**config.mk**
```make
export PLATFORM = sky130hd
export DESIGN_NAME = counter_r0_arb
export DESIGN_NICKNAME = d
export VERILOG_FILES = /design/src/rtl/counter_r0_arb.sv
export SDC_FILE = /design/constraint.sdc
export NUM_CORES = 1
export LEC_CHECK = 0
export BUFFER_PORTS_ARGS = -buffer_cell sky130_fd_sc_hd__buf_2
export CORE_MARGIN = 2
export CORE_UTILIZATION = 44
export DETAILED_ROUTE_END_ITERATION = 7
export PLACE_DENSITY = 0.83
export SLEW_MARGIN = 20
export SYNTH_ARGS = -nofsm -noshare
export SYNTH_HDL_FRONTEND = slang
export SYNTH_SLANG_ARGS = --single-unit
```
**constraint.sdc**
```tcl
create_clock -name clk -period 1.7 [get_ports clk]
set_clock_uncertainty 0.15 [all_clocks]
set_input_delay 0.17 -clock clk [delete_from_list [all_inputs] [get_ports clk]]
set_output_delay 0.17 -clock clk [all_outputs]
set_load 0.02 [all_outputs]
```
**src/rtl/counter_r0_arb.sv**
```systemverilog
// Round-robin sequencer that time-shares one counter_r0 among several requesters.
// The granted requester's interval length is latched (clamped below MAX_COUNT), the counter
// is loaded with 0 and run up to that length, then a one-cycle done pulse goes to the owner.
module counter_r0_arb #(
  parameter int unsigned NUM_REQ   = 2,
  parameter int unsigned MAX_COUNT = 100,
  parameter int unsigned BIT_WIDTH = $clog2(MAX_COUNT)
) (
  input  logic                         clk,
  input  logic                         rst,
  input  logic [NUM_REQ-1:0]           req,
  input  logic [NUM_REQ*BIT_WIDTH-1:0] req_len,
  output logic [NUM_REQ-1:0]           gnt,
  output logic [NUM_REQ-1:0]           done,
  output logic                         busy,
  output logic                         ctr_load,
  output logic                         ctr_run,
  output logic [BIT_WIDTH-1:0]         ctr_dataIn,
  input  logic [BIT_WIDTH-1:0]         ctr_count
);

  localparam int unsigned OwnerW = (NUM_REQ > 1) ? $clog2(NUM_REQ) : 1;
  localparam logic [BIT_WIDTH-1:0] MaxLen = BIT_WIDTH'(MAX_COUNT - 1);
  localparam logic [OwnerW-1:0] LastReq = OwnerW'(NUM_REQ - 1);

  typedef enum logic [1:0] {StIdle, StLoad, StRun, StDone} state_e;

  state_e               state_q, state_d;
  logic [OwnerW-1:0]    owner_q, owner_d;
  logic [OwnerW-1:0]    rr_ptr_q, rr_ptr_d;
  logic [BIT_WIDTH-1:0] len_q, len_d;

  logic [OwnerW-1:0]    pick;
  logic                 pick_valid;
  logic [BIT_WIDTH-1:0] pick_len_raw;
  logic [BIT_WIDTH-1:0] pick_len;

  // Round-robin search: first asserted request after rr_ptr, wrapping around.
  always_comb begin
    int unsigned  idx;
    logic [OwnerW-1:0] cand;
    pick       = rr_ptr_q;
    pick_valid = 1'b0;
    idx        = 0;
    cand       = '0;
    for (int unsigned i = 1; i <= NUM_REQ; i++) begin
      idx = 32'(rr_ptr_q) + i;
      if (idx >= NUM_REQ) begin
        idx = idx - NUM_REQ;
      end
      cand = OwnerW'(idx);
      if (!pick_valid && req[cand]) begin
        pick_valid = 1'b1;
        pick       = cand;
      end
    end
  end

  // Length of the picked requester, clamped so the counter never has to wrap.
  always_comb begin
    pick_len_raw = req_len[BIT_WIDTH*pick +: BIT_WIDTH];
    pick_len     = (pick_len_raw > MaxLen) ? MaxLen : pick_len_raw;
  end

  // Next-state logic and all counter/grant outputs.
  always_comb begin
    state_d  = state_q;
    owner_d  = owner_q;
    rr_ptr_d = rr_ptr_q;
    len_d    = len_q;
    gnt      = '0;
    done     = '0;
    ctr_load = 1'b0;
    ctr_run  = 1'b0;

    unique case (state_q)
      StIdle: begin
        if (pick_valid) begin
          owner_d  = pick;
          rr_ptr_d = pick;
          len_d    = pick_len;
          state_d  = StLoad;
        end
      end
      StLoad: begin
        gnt[owner_q] = 1'b1;
        ctr_load     = 1'b1;
        state_d      = req[owner_q] ? StRun : StIdle;
      end
      StRun: begin
        gnt[owner_q] = 1'b1;
        if (!req[owner_q]) begin
          // Withdrawn: stop the counter now, leave without a done pulse.
          state_d = StIdle;
        end else if (ctr_count == len_q) begin
          state_d = StDone;
        end else begin
          ctr_run = 1'b1;
        end
      end
      StDone: begin
        gnt[owner_q]  = 1'b1;
        done[owner_q] = 1'b1;
        state_d       = StIdle;
      end
      default: begin
        state_d = StIdle;
      end
    endcase
  end

  assign busy       = (state_q != StIdle);
  assign ctr_dataIn = '0;

  // State registers; synchronous reset points rr_ptr at the last requester so 0 wins first.
  always_ff @(posedge clk) begin
    if (rst) begin
      state_q  <= StIdle;
      owner_q  <= '0;
      rr_ptr_q <= LastReq;
      len_q    <= '0;
    end else begin
      state_q  <= state_d;
      owner_q  <= owner_d;
      rr_ptr_q <= rr_ptr_d;
      len_q    <= len_d;
    end
  end

endmodule
```
==> summary.txt <==
Outcome
  • Status: completed

STA
  • RSZ-0062 raised after global routing: no
  • Final period demand of the worst path: about 1.6 ns
  • Final slew viol count: 0
  • Fmax: 0.6125 GHz
  • Setup_tns: 0 ns
  • Hold Vio Cnt, Final: 0
  • Final setup viols: 0
  • Final period util: 96.04%

Die
  • Core Region: 0.001708 mm2
  • Die Y: 46.53 um
  • Die area: 0.002165 mm2
  • Die width: around 47 um
  • Site row count: 15
  • Initial Util: 46.59%
  • I/O Pins: 39

Finish
  • # fillers: 155
  • Layout cells sized above 1: 43.20%
  • Layout Nets: 151
  • Cell area after layout: a little over 0.001 mm2
  • Diode count: 0
  • Syn-to-layout area delta: 28.14%

Clock network
  • CTS tree: built
  • Clock sink count: 11
  • Worst-path clk slew: ~0.070 ns
  • Clock latency on the worst-skew pair: around 0.26 ns
  • Root Driver: clkbuf_4
  • CTS Buf Count: 3
  • H-Tree Depth: 1
  • CTS max path bufs: 2
  • Hold_buf cts: 0

Flow run
  • Max_cap viols: 0

Yosys
  • Post-Syn Instances: 91
  • Post-synth EDFFs: 0
  • Syn_area_per_cell: 8.745 um2
  • Primary FF master, synth: dfxtp_1
  • Sequential-to-total area share from yosys stat: 27.67%
  • Synth Register Bits: 11
  • Warnings from Yosys: 0
  • Post-synth cell types: 29
  • Synth Cell Area: 795.8 um2
  • Synth async-reset ratio: 0%

Placement
  • Port buffer count: 31
  • Hpwl dp: 1384 um
  • Post-DP Area: ~950 um2
  • GPL Wtd Cong: 0.8447

Global route
  • First-pass GRT wire length: ~2700 um
  • Gr usage total: between 10% and 20%
  • GRT Residual Overflow: 0
  • Initial antenna violation count: 0
  • Largest net degree at the start of global routing: 11
  • Vias in the first global route: 668

Routing
  • Wirelength, routed: approximately 1700 um
  • Residual DRC: 0
  • Via count: 742
  • Via density: 4.947
  • ANT nets after route: 0
  • Drt first pass iters: 4
  • Avg WL per Cell: approximately 12 um
  • DRT iter0 DRCs: 15

Power
  • Leak pwr: around 0.00050 uW
  • Cell area power density: 755.9 mW/mm2
  • Total power: 770.8 uW
  • Peak VDD IR: 0.0004191 V

Setup path
  • Setup crit end kind: primary output
  • Largest fanout on the critical path: 8
  • CP Data Required Time: around 1.4 ns
  • Critical setup path kind: reg -> out
  • Startpoint types: flip-flop
  • CP arrival: around 1.3 ns

Hold path
  • Hold Path Class: in -> reg
-- sequential cells by signal (all words and copies together), names as in the netlist --
signal and count:
owner_q 1, rr_ptr_q 1, state_q 2, len_q 7
-- layout by cell type (no fill, tap or decap), drive strengths merged, types with 4 or more instances in the layout --
master and n:
buf 34, nor2 11, dfxtp 11, conb 7, nand2 7, nor3 6, nor2b 5, a311oi 4
xnor2 4, clkbuf 4
-- final cells by class --
type,count,area [um2],area share [%]
Multi-Input combinational cell,75,555.5,54.48
Sequential cell,11,225.2,22.09
Timing Repair Buffer,34,177.7,17.42
Tap cell,25,31.28,3.067
Clock buffer,4,26.28,2.577
Inverter,1,3.754,0.3681
-- path summary, 6_finish.rpt --
path / end / from / slack, ns / cells past startpoint
min reg2reg: len_q[2] / len_q[2] / 0.34 / 1
min: len_q[5] / req_len[12] / 0.04 / 3
max: ctr_run / owner_q / 0.07 / 3
max reg2reg: len_q[3] / state_q[1] / 0.20 / 4
-- timing repair --
item | in CTS | in global routing
cloned | 0 | 0
setup buffers | 1 | 0
resized for setup | 8 | 1
pin swaps | 7 | 1
setup endpoints to repair | 1 | 1
-- synth_stat cells, types with 2 or more instances --
library cell | count | area share, %
xnor2_1 | 4 | 4.4
mux2_4 | 3 | 5.7
nand3_1 | 2 | 1.3
a311oi_1 | 4 | 4.4
nand2_1 | 6 | 2.8
nor3_1 | 6 | 3.8
nand2b_4 | 2 | 3.5
nor2b_1 | 5 | 3.9
mux2i_1 | 3 | 3.8
a21oi_1 | 3 | 1.9
buf_4 | 9 | 8.5
nor4_1 | 3 | 2.4
nor2_1 | 10 | 4.7
and3_1 | 2 | 1.6
a22o_1 | 3 | 3.3
dfxtp_1 | 11 | 28
xor2_1 | 3 | 3.3
-- metal layers --
metal | up-vias | share of wire (%) | global-route usage [%]
met4 | 0 | 0 | 5.714
met3 | 0 | 3.6 | 2.353
met5 | - | 0 | 0
met2 | 21 | 54 | 29.72
met1 | 337 | 42 | 21.36
li1 | 384 | - | -
-- through the flow --
step                      hold slack (ns)  cells  util (%)  worst slack (ns)
after detailed placement           0.3171    145     55.53            0.2169
after floorplan                    0.1825     97         -            0.2246
after global routing              0.05356    150     59.71           0.02009
after CTS                         0.03146    150     59.49         -0.008403
after global placement             0.3174    145     55.53            0.2255
final                             0.04234    150     59.71           0.06728
-- where the power goes --
part	internal [uW]	leakage, uW	switching (uW)
Clock	90.5	0.0000150	83.5
Combinational	133	0.000388	139
Sequential	290	0.0000923	34.6
Total	514	0.000495	257
-- kinds of logic (layout without fill, tap and decap cells) --
group | count (synthesis) | after routing | share of synthesized area, %
AO/OA/AOI/OAI | 13 | 13 | 12.58
AND/OR/NAND/NOR | 42 | 42 | 32.71
other | 1 | 7 | 0.4712
XOR/XNOR | 7 | 7 | 7.705
multiplexers | 6 | 6 | 9.434
flip-flops | 11 | 11 | 27.67
buffers and inverters | 11 | 39 | 9.432
-- worst max-delay path, cell delays in order, from the launching register on --
cell     delay [ns]
dfxtp_1        0.50
mux2i_2        0.32
nor3_1         0.08
buf_2          0.16
No activity file was read; power rests on OpenSTA's default activity.
